<file path="src/rtl/dwc_pkg.sv">
// dwc_pkg: shared state encoding and default widths for detect_window_counter.
`default_nettype none

package dwc_pkg;

  localparam int DWC_WIN_W = 8;
  localparam int DWC_CNT_W = 8;

  localparam logic [0:0] ST_IDLE = 1'b0;
  localparam logic [0:0] ST_RUN  = 1'b1;

  typedef enum logic [0:0] {
    IDLE = ST_IDLE,
    RUN  = ST_RUN
  } dwc_state_t;

endpackage

`default_nettype wire

</file>
<file path="src/rtl/dwc_sat_counter.sv">
// dwc_sat_counter: CNT_W-bit saturating event counter with synchronous clear.
`default_nettype none

module dwc_sat_counter
  import dwc_pkg::*;
#(
  parameter int CNT_W = DWC_CNT_W
) (
  input  logic             clk,
  input  logic             reset,
  input  logic             clr,
  input  logic             inc,
  output logic [CNT_W-1:0] next_count
);

  localparam logic [CNT_W-1:0] MAX_COUNT = '1;

  logic [CNT_W-1:0] count;

  // next_count is the value including this cycle's increment, so a window
  // close can capture it while the register itself is being cleared.
  always_comb begin
    next_count = count;
    if (inc && (count != MAX_COUNT)) next_count = count + 1'b1;
  end

  always_ff @(posedge clk or posedge reset) begin
    if (reset)    count <= '0;
    else if (clr) count <= '0;
    else          count <= next_count;
  end

endmodule

`default_nettype wire

</file>
<file path="src/rtl/detect_window_counter.sv">
// detect_window_counter: counts y_in pulses per programmable window, presents results on valid/ready.
// Optional sticky overrun flag enabled by macro DWC_OVERRUN_EN.
`default_nettype none

module detect_window_counter
  import dwc_pkg::*;
#(
  parameter int WIN_W = DWC_WIN_W,
  parameter int CNT_W = DWC_CNT_W
) (
  input  logic             clk,
  input  logic             reset,
  input  logic             y_in,
  input  logic             enable,
  input  logic [WIN_W-1:0] win_len,
  output logic [CNT_W-1:0] cnt_data,
  output logic             cnt_valid,
  input  logic             cnt_ready
`ifdef DWC_OVERRUN_EN
  ,
  output logic             overrun
`endif
);

  dwc_state_t       state;
  logic [WIN_W-1:0] win_cnt;
  logic [WIN_W-1:0] len_q;
  logic [WIN_W-1:0] len_in;
  logic [CNT_W-1:0] evt_next;
  logic             run_active;
  logic             win_last;
  logic             close;
  logic             evt_clr;
  logic             accept;
  logic             load;

  assign len_in     = (win_len == '0) ? WIN_W'(1) : win_len;
  assign run_active = (state == RUN) && enable;
  assign win_last   = (win_cnt == (len_q - 1'b1));
  assign close      = run_active && win_last;
  assign evt_clr    = !run_active || win_last;
  assign accept     = cnt_valid && cnt_ready;
  // A close replaces the held result only if the slot is empty or being accepted now.
  assign load       = close && (!cnt_valid || cnt_ready);

  dwc_sat_counter #(
    .CNT_W (CNT_W)
  ) u_evt_cnt (
    .clk        (clk),
    .reset      (reset),
    .clr        (evt_clr),
    .inc        (y_in),
    .next_count (evt_next)
  );

  always_ff @(posedge clk or posedge reset) begin
    if (reset) begin
      state   <= IDLE;
      win_cnt <= '0;
      len_q   <= '0;
    end else begin
      case (state)
        IDLE: begin
          win_cnt <= '0;
          if (enable) begin
            state <= RUN;
            len_q <= len_in;
          end
        end
        RUN: begin
          if (!enable) begin
            state   <= IDLE;
            win_cnt <= '0;
          end else if (win_last) begin
            win_cnt <= '0;
            len_q   <= len_in;
          end else begin
            win_cnt <= win_cnt + 1'b1;
          end
        end
        default: begin
          state   <= IDLE;
          win_cnt <= '0;
        end
      endcase
    end
  end

  always_ff @(posedge clk or posedge reset) begin
    if (reset) begin
      cnt_data  <= '0;
      cnt_valid <= 1'b0;
    end else if (load) begin
      cnt_data  <= evt_next;
      cnt_valid <= 1'b1;
    end else if (accept) begin
      cnt_valid <= 1'b0;
    end
  end

`ifdef DWC_OVERRUN_EN
  always_ff @(posedge clk or posedge reset) begin
    if (reset)                                  overrun <= 1'b0;
    else if (close && cnt_valid && !cnt_ready)  overrun <= 1'b1;
  end
`endif

endmodule

`default_nettype wire

</file>
<file path="config.mk">
export PLATFORM = sky130hd
export DESIGN_NAME = detect_window_counter
export DESIGN_NICKNAME = d
export VERILOG_FILES = /design/src/rtl/dwc_pkg.sv /design/src/rtl/dwc_sat_counter.sv /design/src/rtl/detect_window_counter.sv
export SDC_FILE = /design/constraint.sdc
export NUM_CORES = 1
export LEC_CHECK = 0
export CAP_MARGIN = 10
export CORE_UTILIZATION = 58
export DETAILED_ROUTE_END_ITERATION = 12
export PLACE_DENSITY = 0.82
export SETUP_SLACK_MARGIN = 0.5
export SKIP_CTS_REPAIR_TIMING = 1
export SYNTH_ARGS = -nofsm -noshare
export SYNTH_HDL_FRONTEND = slang
export SYNTH_SLANG_ARGS = --single-unit
</file>
<file path="constraint.sdc">
create_clock -name clk -period 5.72 [get_ports clk]
set_input_delay 0.858 -clock clk [delete_from_list [all_inputs] [get_ports clk]]
set_output_delay 0.858 -clock clk [all_outputs]
set_load 0.05 [all_outputs]
</file>
* After elaboration in Yosys (flattened, before gate mapping)
Cells that the tools add are included.
Word-level totals: output and inout bits 9, input bits 13, word-level logic and storage cells 40, register bits 34
Cells by class: reduce and logical (&&, ||, !) cells 12, add/subtract/negate cells 3, mux-type cells 13, bitwise operators 1, equal/unequal tests 5
Operator list (number):
- 8-bit two-way mux | 8
- 8-bit case mux with 2 select lines | 2
- 8-bit by 1-bit adder with 8-bit output, second input constant | 2
- 8-bit equality test | 1
- 8-bit zero test | 1
- 8-bit inequality test, second input constant | 1
- 8-bit by 1-bit subtractor with 8-bit output, second input constant | 1
- 1-bit logical AND | 5
- 2-bit inequality test, second input constant | 2
- 1-bit two-way mux | 3
- 3-bit AND reduction | 1
- 1-bit zero test | 2
- 1-bit logical OR | 2
- 2-bit by 1-bit inequality test with 1-bit output, second input constant | 1
- 2-bit nonzero test | 1
- 1-bit NOT | 1

* Depth between registers and ports, before layout
Gate-level depths: netlist (run 1).
depth in word-level cells 5, mapped depth 9, depth with buffers taken out 8

* Hierarchy
From an unflattened synthesis (run 1), not the netlist that was laid out.
Unflattened totals: cells, all modules 167, area total of the unflattened synthesis 1948.1 um^2
By module, submodules not included:
- detect_window_counter | times used 1, seq. area each 650.6 um^2, cells an instance 111, area an instance 1335.0 um^2
- dwc_sat_counter | times used 1, seq. area each 200.2 um^2, cells an instance 56, area an instance 613.1 um^2

* Worst setup path before layout (run 1)
Ideal clock, no wire load.
path kind reg2reg, start register len_q[0], end register cnt_data[3], arrival 2.215 ns, required time 5.595 ns, library setup time 0.125 ns, path buffers 0, slack 3.380 ns, period minus slack after synthesis 2.340 ns, stages on the path, launching flop included 9, cells stage by stage dfrtp_1 -> inv_1 -> ha_1 -> and4bb_1 -> o22ai_1 -> a311oi_2 -> o2111ai_2 -> nor3_4 -> mux2_2
Between the ends: longest elaborated chain between the ends 4
RTL lines:
- start: declaration | line detect_window_counter.sv:27 | logic [WIN_W-1:0] len_q;
- start signal: assignment | line detect_window_counter.sv:67 | len_q <= len_in;
- start signal: assignment | line detect_window_counter.sv:76 | len_q <= len_in;
- 8-bit by 1-bit subtractor with 8-bit output | line detect_window_counter.sv:39 | assign win_last = (win_cnt == (len_q - 1'b1));
- 8-bit equality test | line detect_window_counter.sv:39
- 1-bit logical AND | line detect_window_counter.sv:40 | assign close = run_active && win_last;
- 1-bit logical AND | line detect_window_counter.sv:44 | assign load = close && (!cnt_valid || cnt_ready);
- end signal: assignment | line detect_window_counter.sv:94 | cnt_data <= evt_next;
- end: declaration | line detect_window_counter.sv:16 | output logic [CNT_W-1:0] cnt_data,
Every way passes these cells. A chain may end at the register's enable or synchronous reset.

* Worst setup path after layout (run 1)
start register len_q[0], end register u_evt_cnt.count[3]
Between the ends: longest elaborated chain between the ends 4
RTL lines:
- 8-bit by 1-bit subtractor with 8-bit output | line detect_window_counter.sv:39
- 8-bit equality test | line detect_window_counter.sv:39
- 1-bit logical OR | line detect_window_counter.sv:41 | assign evt_clr = !run_active || win_last;
- 8-bit two-way mux | line dwc_sat_counter.sv:29 | else if (clr) count <= '0;
- end signal: assignment | line dwc_sat_counter.sv:30 | else count <= next_count;
- end: declaration | line dwc_sat_counter.sv:18 | logic [CNT_W-1:0] count;
Every way passes these cells.

==> results of run 1 <==
-- through the flow --
step / power [W] / std cells / instance area [sq um] / setup WS, ps / hold WS, ps
floorplan: 0.0003439 / 150 / 1713 / 3380 / 499.6
global placement: 0.0003724 / 201 / 1959 / 3222 / 472.7
detailed placement: 0.0003761 / 201 / 1959 / 3096 / 482.6
CTS: 0.0005047 / 207 / 2011 / 3059 / 503.8
global route: 0.0005242 / 207 / 2011 / 2834 / 523.6
finish: 0.0004984 / 207 / 2011 / 3058 / 498.8
-- layout make-up --
| class | instances | share of cell area (%) |
|---|---|---|
| Inverter | 9 | 1.680 |
| Multi-Input combinational cell | 105 | 40.70 |
| Sequential cell | 34 | 42.31 |
| Clock buffer | 6 | 2.551 |
| Tap cell | 31 | 1.929 |
| Timing Repair Buffer | 22 | 10.83 |
-- worst max-delay path by stage --
stage,from,to,slack [ps]
floorplan,len_q[0],cnt_data[3],3380
global placement,len_q[0],cnt_data[3],3220
detailed placement,len_q[0],cnt_data[4],3100
CTS,len_q[0],cnt_data[6],3060
global route,len_q[0],u_evt_cnt.count[3],2830
finish,len_q[0],u_evt_cnt.count[3],3060
-- synth_stat cells --
library cell | number | share of area [%]
nand4_1 | 2 | 0.73
a21boi_2 | 1 | 0.66
inv_1 | 9 | 2.0
nor2_1 | 14 | 3.1
nand2b_1 | 1 | 0.37
and4_1 | 2 | 1.0
xnor2_1 | 12 | 6.1
and4bb_1 | 1 | 0.73
nor3_4 | 1 | 0.95
buf_2 | 2 | 0.58
nor3b_2 | 1 | 0.73
o2111ai_2 | 1 | 0.88
a21oi_1 | 2 | 0.58
xor2_1 | 12 | 6.1
o22ai_1 | 1 | 0.37
o21bai_1 | 2 | 0.88
nor2b_1 | 6 | 2.2
nor4_1 | 2 | 0.73
mux2_2 | 11 | 7.2
a31o_2 | 1 | 0.51
a31oi_1 | 1 | 0.37
nor3_1 | 3 | 0.88
a311oi_2 | 1 | 0.88
ha_1 | 3 | 2.2
nor3_2 | 1 | 0.58
nand2_1 | 3 | 0.66
and3_1 | 5 | 1.8
dfrtp_1 | 34 | 50
mux2_1 | 1 | 0.66
mux2i_1 | 6 | 3.5
nand3_1 | 8 | 2.3
-- cells by family (layout without fill, tap and decap cells) --
logic type                 Yosys count  after routing  share of synthesized area (%)
adders and majority gates            3              3                          2.192
muxes                               18             18                          11.40
xor gates and xnor gates            24             24                          12.27
buffers and inverters               11             37                          2.556
DFF                                 34             34                          49.67
and+or+nand+nor                     50             50                          16.80
AOI/OAI and AO/OA                   10             10                          5.113
-- where the power goes --
part / internal (W) / total, W / switching, W
clock: 0.0000554 / 0.000127 / 0.0000720
combinational: 0.0000459 / 0.0000984 / 0.0000525
sequential: 0.000255 / 0.000273 / 0.0000177
total: 0.000356 / 0.000498 / 0.000142
-- registers in the layout, indices dropped and copies added (netlist names) --
name,flops
win_cnt,8
u_evt_cnt.count,8
len_q,8
cnt_data,8
cnt_valid,1
state,1
-- cells in the final DEF (no fill, tap or decap), types with 3 or more instances in the layout --
master           synthesis  routed
xnor2_1                 12      12
mux2_2                  11      11
clkdlybuf4s50_1          0      21
inv_1                    9       9
dfrtp_1                 34      34
nor2b_1                  6       6
clkbuf_4                 0       5
and3_1                   5       5
nand2_1                  3       3
ha_1                     3       3
nand3_1                  8       8
nor2_1                  14      14
xor2_1                  12      12
nor3_1                   3       3
mux2i_1                  6       6
-- critical path: cells and delay by family, from the launching register on --
family | cells | cell delay (ps)
and+or+nand+nor | 3 | 1070
adders and majority gates | 1 | 280
DFF | 1 | 420
buffers and inverters | 1 | 90
AOI/OAI and AO/OA | 3 | 720
-- per-layer routing --
layer  track usage, %  vias up  routed length, um
li1                 -      570                  -
met1            28.00      601               1372
met2            36.90       20               1602
met3            6.452        4                 87
met4            11.15        0                 44
met5                0        -                  0
==> flow_summary.toml, run 1 <==
[worst_setup_path]
regToRegStartpoint = "len_q[0]"
r2r-end = "u_evt_cnt.count[3]"
cp.arrival_ps = 2900
cpMaxStageDelayCell = "nand3_1"
required_ps = 5960
reg2reg_slack_ps = 3060
criticalPathCategory = "reg -> reg"
slowest_delay_ps = 550
ff2ff_path_depth = 8
worst_setup_path_start_kind = "register"
crit_chain = "inv_1 > ha_1 > and4bb_1 > o22ai_1 > a311oi_2 > o2111ai_2 > nand3_1 > nor2b_1"
end_kind = "register"
critPathMaxFanout = 16

[route]
drt_iter0_drc = 42
wl_per_cell_um = 15.00
antenna_left = 0
wirelength_mm = 3.106
vias_per_cell = 5.773
drc_errors = 0
first_pass_iters = 4
vias = 1195

[clock_tree]
htreeDepth = 2
cts.sinks = 34
clk_latency_ps = 320
cts_buffer_depth = 2
cts_root_buffer = "clkbuf_4"
path_clk_slew_ps = 90
cts_buffers = 5
cts_tree = "done"

[run_status]
status = "complete, no violations"

[logic_synthesis]
ys_ff_latch = 34
syn_area_sq_um = 1713
synth-seq-area-share_pct = 49.67
synth.avg_cell_area_sq_um = 11.42
postSynthCellCount = 150
ys.warnings.count = 0
synth_fp_nets = 166
ys_types = 31

[final_layout]
drive_gt1_share_pct = 14.20
fillers = 205
antennaDiodeCount = 0
register_area_sq_um = 850.8
nets = 193
area_growth_pct = 17.39
final_util_pct = 72.29
multiInputGateArea_sq_um = 818.3

[grt]
grt_pass1_wl_mm = 5.416
grt_start_max_net_pins = 35
grt.total_usage_pct = 22.78
grt_pass1_vias = 1179
antenna_found_initial = 0
grt-ovfl-total = 0

[die]
rows = 19
coreArea_sq_um = 2781
dieHeight_um = 56.35
initial_utilization_pct = 61.58
die_width_um = 56.35
io_pins = 22
die_area_sq_um = 3175

[min_path]
hold_path_class = "reg -> reg"
min_delay_path_depth = 1
hold_path_end = "cnt_data[7]"
hold_start = "cnt_data[7]"

[sta]
finalSetupViolCount = 0
drv_slew = 0
setup_tns_ps = 0
tightest_slew_ps = 649.7
period_share_pct = 46.54
final_hold_viol_count = 0
max_freq_mhz = 375.6
min_period_ps = 2662
skew_ps = 2.702
rsz0062_at_grt = "no"
max_slew_margin_pct = 56.57

[placed_design]
dp_hpwl_mm = 2.247
place.gp.congestion = 0.8332
io_buffers = 21

[job]
cap_violations = 0

[pwr]
irDropWorstVdd_uv = 225.0
powerDensity_nw_per_um2 = 247.9
p_leak_nw = 0.9123
(Power assumes the default switching activity.)
==> inputs of run 2 (changes only) <==
CORE_UTILIZATION = 49   (was 58)
PLACE_DENSITY = 0.74   (was 0.82)
clock period = 2.4 ns   (was 5.72 ns; I/O delays follow)
==> flow_summary.toml, run 2 (synthesis results as in run 1) <==
[sta]
min_period_ps = 2457
rsz0062_at_grt = "yes"
max_freq_mhz = 407.0
period_share_pct = 102.4
skew_ps = 11.34
tightest_slew_ps = 543.4
max_slew_margin_pct = 63.71
drv_slew = 0
setup_tns_ps = -245.3
final_hold_viol_count = 0
worst_slack_ps = -56.98
finalSetupViolCount = 5
holdWs_ps = 399.1

[grt]
grt_start_max_net_pins = 35
grt-busiest-layer = "met2"
antenna_found_initial = 0
grt-ovfl-total = 0
grt.total_usage_pct = 21.14
grt_pass1_wl_mm = 5.630
met3_usage_pct = 7.353
grt.met1_usage_pct = 27.50
grt_use_met2_pct = 31.68
grt_pass1_vias = 1224

[die]
rows = 21
coreArea_sq_um = 3337
die_width_um = 61.13
dieHeight_um = 61.13
io_pins = 22
initial_utilization_pct = 51.33
die_area_sq_um = 3736

[route]
wirelength_mm = 4.050
antenna_left = 0
vias = 1321
drc_errors = 0
vias_per_cell = 5.504
first_pass_iters = 4
wl_per_cell_um = 16.88
drt_iter0_drc = 48

[placed_design]
dp_hpwl_mm = 2.429
io_buffers = 21
dpl-instance-area_sq_um = 2039
placed_cells = 220
place.gp.congestion = 0.8316

[worst_setup_path]
required_ps = 2640
cp.arrival_ps = 2690
reg2reg_slack_ps = -60
r2r-end = "cnt_data[6]"
criticalPathCategory = "reg -> reg"
worst_setup_path_start_kind = "register"
regToRegStartpoint = "len_q[2]"
end_kind = "register"
ff2ff_path_depth = 7
critPathMaxFanout = 7

[clock_tree]
path_clk_slew_ps = 110
cts_root_buffer = "clkbuf_4"
cts.sinks = 34
htreeDepth = 2
cts_buffers = 5
cts_tree = "done"
clk_latency_ps = 340
cts_buffer_depth = 2

[final_layout]
antennaDiodeCount = 0
multiInputGateArea_sq_um = 1002
final_common_cell = "dfrtp_1"
fin_cells = 240
nets = 209
register_area_sq_um = 853.3
area_growth_pct = 43.90
fillers = 219
final_cell_mix = "dfrtp_1 (32), clkdlybuf4s50_1 (13), xor2_1 (12), xnor2_1 (12), mux2_4 (12)"
final_area_sq_um = 2465
drive_gt1_share_pct = 34.02

[pwr]
powerDensity_nw_per_um2 = 621.4
total_power_w = 0.001532
p_leak_nw = 1.169
irDropWorstVdd_uv = 367.7

[run_status]
violations = "negative setup slack"
status = "finished, violations left"

[min_path]
hold_path_class = "in -> async"

[job]
cap_violations = 0
==> run 2: worst max path at each step <==
stage          slack [ps]  startpoint     endpoint  cells after the start
2_1_floorplan         170    len_q[0]  cnt_data[3]                      8
3_3_place_gp          130    len_q[2]  cnt_data[7]                      6
3_5_place_dp          -20    len_q[2]  cnt_data[0]                      7
4_1_cts               -60    len_q[2]  cnt_data[0]                      7
5_1_grt              -170    len_q[2]  cnt_data[5]                      7
6_report              -60    len_q[2]  cnt_data[6]                      7
==> run 2: worst max-delay path: stages, from the launching register on <==
cell       delay, ps
dfrtp_1          500
nor4_1           470
xnor2_1          200
a31o_2           190
o2111ai_2        170
nor3_4           360
buf_4            180
mux2_4           290
==> run 2: area by class of cell <==
class / instances / share of cell area [%]
inverters: 9 / 1.371
clock inverters: 2 / 2.437
clock buffers: 6 / 2.081
well taps: 46 / 2.335
repair buffers: 38 / 16.50
multi-input cells: 105 / 40.66
flip-flops and latches: 34 / 34.62
==> run 2: power breakdown <==
part | leakage (nW) | internal (W) | switching, W
clock network | 0.0585 | 0.000353 | 0.000196
registers | 0.437 | 0.000609 | 0.0000519
logic | 0.674 | 0.000164 | 0.000158
==> run 2: per-stage QoR <==
stage                     util (%)  setup slack [ps]
after floorplan                  -             174.8
after global placement       61.12             130.2
after CTS                    64.45            -59.57
after detailed placement     61.12            -20.70
final                        73.87            -56.98
after global routing         73.87            -172.8
==> run 2: metal layers <==
layer	share of wire, %	wire [um]	vias to the layer above
li1	-	-	603
met1	44	1781	663
met2	49	1977	45
met3	4.9	198	10
met4	2.3	92	0
met5	0	0	-
==> inputs of run 3 (changes only) <==
CORE_MARGIN = 3   (was default)
==> flow_summary.toml, run 3 (synthesis results as in run 1) <==
[route]
wl_met3_um = 167
maxUsedRoutingLayer = "met4"
wirelength_mm = 3.329
wl_met1_mm = 1.469
drt_iter0_drc = 81
vias = 1199
vias_per_cell = 5.190
antenna_left = 0
drc_errors = 0
wl_per_cell_um = 14.41
first_pass_iters = 4
met2WireLength_mm = 1.628

[worst_setup_path]
required_ps = 2630
end_kind = "register"
worst_setup_path_start_kind = "register"
criticalPathCategory = "reg -> reg"
cp.arrival_ps = 2510
crit_start = "len_q[0]"
critPathMaxFanout = 6
regToRegStartpoint = "len_q[0]"

[die]
coreArea_sq_um = 3203
dieHeight_um = 65.13
initial_utilization_pct = 53.48
die_width_um = 65.13
io_pins = 22
rows = 20
die_area_sq_um = 4241

[sta]
max_freq_mhz = 438.0
finalSetupViolCount = 0
min_period_ps = 2283
setup_tns_ps = 0
skew_ps = 8.176
final_hold_viol_count = 0
rsz0062_at_grt = "yes"
period_share_pct = 95.14
drv_slew = 0
tightest_slew_ps = 509.8
max_slew_margin_pct = 65.96

[final_layout]
multiInputGateArea_sq_um = 882.1
antennaDiodeCount = 0
nets = 204
drive_gt1_share_pct = 21.93
fillers = 251
final_cell_mix = "dfrtp_1 (33), nor2_1 (14)"
final_common_cell = "dfrtp_1"
area_growth_pct = 29.88
fin_cells = 231
final_util_pct = 69.45
register_area_sq_um = 852.1

[placed_design]
placed_cells = 218
io_buffers = 21
dp_hpwl_mm = 2.330
place.gp.congestion = 0.9122

[clock_tree]
cts_buffers = 5
clk_latency_ps = 340
cts_buffer_depth = 2
cts.sinks = 34
path_clk_slew_ps = 90
cts_tree = "done"
htreeDepth = 2
cts_root_buffer = "clkbuf_4"

[pwr]
clockPowerShare_pct = 24.7
power_switching_w = 0.0003569
irDropWorstVdd_uv = 427.1
switching_share_pct = 28.70
combPwrFrac_pct = 22.8
powerDensity_nw_per_um2 = 559.1
seq_power_share_pct = 52.4
p_leak_nw = 1.118
power.internal_w = 0.0008869

[min_path]
hold_path_class = "in -> async"

[run_status]
status = "complete, no violations"

[grt]
grt_start_max_net_pins = 35
antenna_found_initial = 0
grt_pass1_wl_mm = 5.775
grt.total_usage_pct = 17.97
grt-ovfl-total = 0
grt_pass1_vias = 1259

[job]
cap_violations = 0
==> run 3: routing by layer <==
metal	track usage, %	up-vias
met2	27.59	20
met4	7.513	0
li1	-	589
met1	22.09	582
met3	7.863	8
met5	0	-
==> run 3: power groups by stage <==
stage,Sequential (W),Clock [W],Combinational [W]
floorplan,0.000688,0,0.000140
global placement,0.000661,0,0.000244
detailed placement,0.000663,0,0.000252
CTS,0.000652,0.000325,0.000253
global route,0.000659,0.000354,0.000310
finish,0.000652,0.000308,0.000284
==> run 3: final timing paths <==
kind	to	slack (ps)	depth (start not counted)
setup / recovery	cnt_data[3]	120	9
hold / removal	len_q[1]	410	3
setup reg to reg	cnt_data[3]	120	9
hold reg to reg	cnt_data[4]	520	1
max in group asynchronous	len_q[0]	1680	3
min in group clk	cnt_data[4]	520	1
==> run 3: final cells by class <==
class / instances / area share [%]
inverter: 9 / 1.519
timing repair buffer: 33 / 15.75
clock buffer: 6 / 2.306
sequential: 34 / 38.30
multi-input combinational: 105 / 39.65
tap: 44 / 2.475
==> run 3: per-stage QoR <==
step                      power (W)  hold WS (ps)  setup slack (ps)  area [sq um]
after floorplan           0.0008286         391.4             174.8          1744
after global placement    0.0009043         501.3             134.6          2037
after detailed placement  0.0009141         495.4             22.92          2037
after CTS                  0.001229         411.4             21.37          2088
after global routing       0.001323         437.9            -2.485          2225
final                      0.001244         407.7             116.6          2225
==> run 3: worst max-delay path: stages (launching register included) <==
cell	delay, ps
dfrtp_2	430
inv_2	80
ha_4	160
nor3b_4	180
mux2i_1	100
a311oi_2	260
o2111ai_2	250
nor3_4	260
buf_12	150
mux2_4	290
==> variant (flow settings as in run 3) <==
`DWC_CNT_W`: 8 -> 6.
--- a/src/rtl/dwc_pkg.sv
+++ b/src/rtl/dwc_pkg.sv
@@ -5,5 +5,5 @@
 
   localparam int DWC_WIN_W = 8;
-  localparam int DWC_CNT_W = 8;
+  localparam int DWC_CNT_W = 6;
 
   localparam logic [0:0] ST_IDLE = 1'b0;
Interface: changed (resized cnt_data); port bits go from 22 to 20. No check against the original RTL was run, so the function may have changed too.
==> variant against run 3 <==
Sequential cell count down 4; synthesized area fell by 0.66%; via count rose by 26%; cell area is 4.1% higher; wire length grew 40%; setup slack improved by 160 ps.
Power is not compared: it rests on default switching activity, and its combinational part moved more than twofold at a synthesized area within 25%.
==> variant: results (changes against run 3) <==
- Status: finished, final reports clean (unchanged)
- CP Launch Point: len_q[0]$_DFFE_PP0P_ (unchanged)
- Number of library cell types mapped by synthesis: 39 (was 31)
- Reg2reg path depth: 8 (was 9)
- WP data arrival: 2360 ps (was 2510 ps)
- Synth Instances: 165 (was 150)
- DR WL met2: 2390 um (was 1630 um)
- Cell Area, Placed: 1980 um^2 (was 2040 um^2)
- Placed insts: 225 (was 218)
- Share of layout cells above drive strength 1: 33.7% (was 21.9%)
- Met2 usage: 30.5% (was 27.6%)
- Vias: 1507 (was 1199)
- Vias in the first global route: 1351 (was 1259)
- Gpl congestion: 0.856 (was 0.912)
- Crit-path max cell delay: 430 ps (about the same)
- Layout fillers: 243 (was 251)
- Max Cap Viol: 0 (unchanged)
- Total Wirelength: 4660 um (was 3330 um)
- Clk pwr share: 21.5%
- Met1 Resource Use GR: 26.8% (was 22.1%)
- Clk_skew: 8.17 ps (was 8.18 ps)
- ANT cells: 0 (unchanged)
- IO buf count: 19 (was 21)
- Final net count: 214 (was 204)
- Met3 Use GR: 4.51% (was 7.86%)
- Slowest-stage cell, CP: dfrtp_1 (was dfrtp_2)
- 1st-iter DRT viols: 126 (was 81)
- Post-Layout Cell Count: 243 (was 231)
- Placement Setup Slack: 267 ps (was 22.9 ps)
- FF+latch area: 757 um^2 (was 852 um^2)
- Worst R2R Setup Slack: 280 ps (was 120 ps)
- Clk buf depth: 2 (unchanged)
- Post-synthesis sequential area ratio: 44.1% (was 49.7%)
- Largest regs: len_q x8, win_cnt x8
- Peak VDD IR: 0.000497 V
- Worst Path Max Fanout: 6 (unchanged)
- Tcrit/Tclk final: 88.3% (was 95.1%)
- DP HPWL: 2670 um (was 2330 um)
- Total Power: 1.53 mW
- Post-synth net total: 181 (was 166)
- Total track usage: 19.8% (was 18.0%)
- WL met3: 330 um (was 167 um)
- Largest net degree at the start of global routing: 31 (was 35)
- Top post-synthesis cells by count: 30 x dfrtp_1, 14 x nand2_1, 12 x nor2_1, 12 x xor2_1 (was 34 x dfrtp_1, 14 x nor2_1, 12 x xnor2_1, 12 x xor2_1, 11 x mux2_2)
- Synth area leaders: dfrtp_1 44%, xor2_1 6.2%, a31o_2 4.1% (was dfrtp_1 50%, mux2_2 7.2%, xnor2_1 6.1%)
- M1 WL: 1800 um (was 1470 um)
- CP endpoint: cnt_data[5]$_DFFE_PP0P_ (was cnt_data[3]$_DFFE_PP0P_)
- Slew @ Worst Pin: 512 ps (was 510 ps)
- WHS: 397 ps (was 408 ps)
- First-pass GRT wire length: 6420 um (was 5780 um)
-- variant: logic make-up after synthesis --
| logic type | synth area share [%] |
|---|---|
| flip-flops | 44.1 |
| buffers and inverters | 3.82 |
| adder cells (fa/ha/maj) | 2.21 |
| multiplexers | 4.49 |
| AO/OA/AOI/OAI | 15.1 |
| AND/OR/NAND/NOR | 20.0 |
| XOR/XNOR | 10.3 |
-- variant: worst max-delay path: cells and delay by family, from the launching register on --
kind	cells	cell delay (ps)
buffers and inverters	2	270
AOI/OAI and AO/OA	2	490
DFF	1	430
muxes	1	300
xor gates and xnor gates	1	150
adders and majority gates	1	190
and+or+nand+nor	1	180
-- variant: cell type report --
class	instances	area share, %
clock buffers	6	2.22
clock inverters	2	0.540
inverters	8	1.30
multi-input cells	122	47.5
flip-flops and latches	30	32.7
well taps	44	2.38
repair buffers	31	13.3
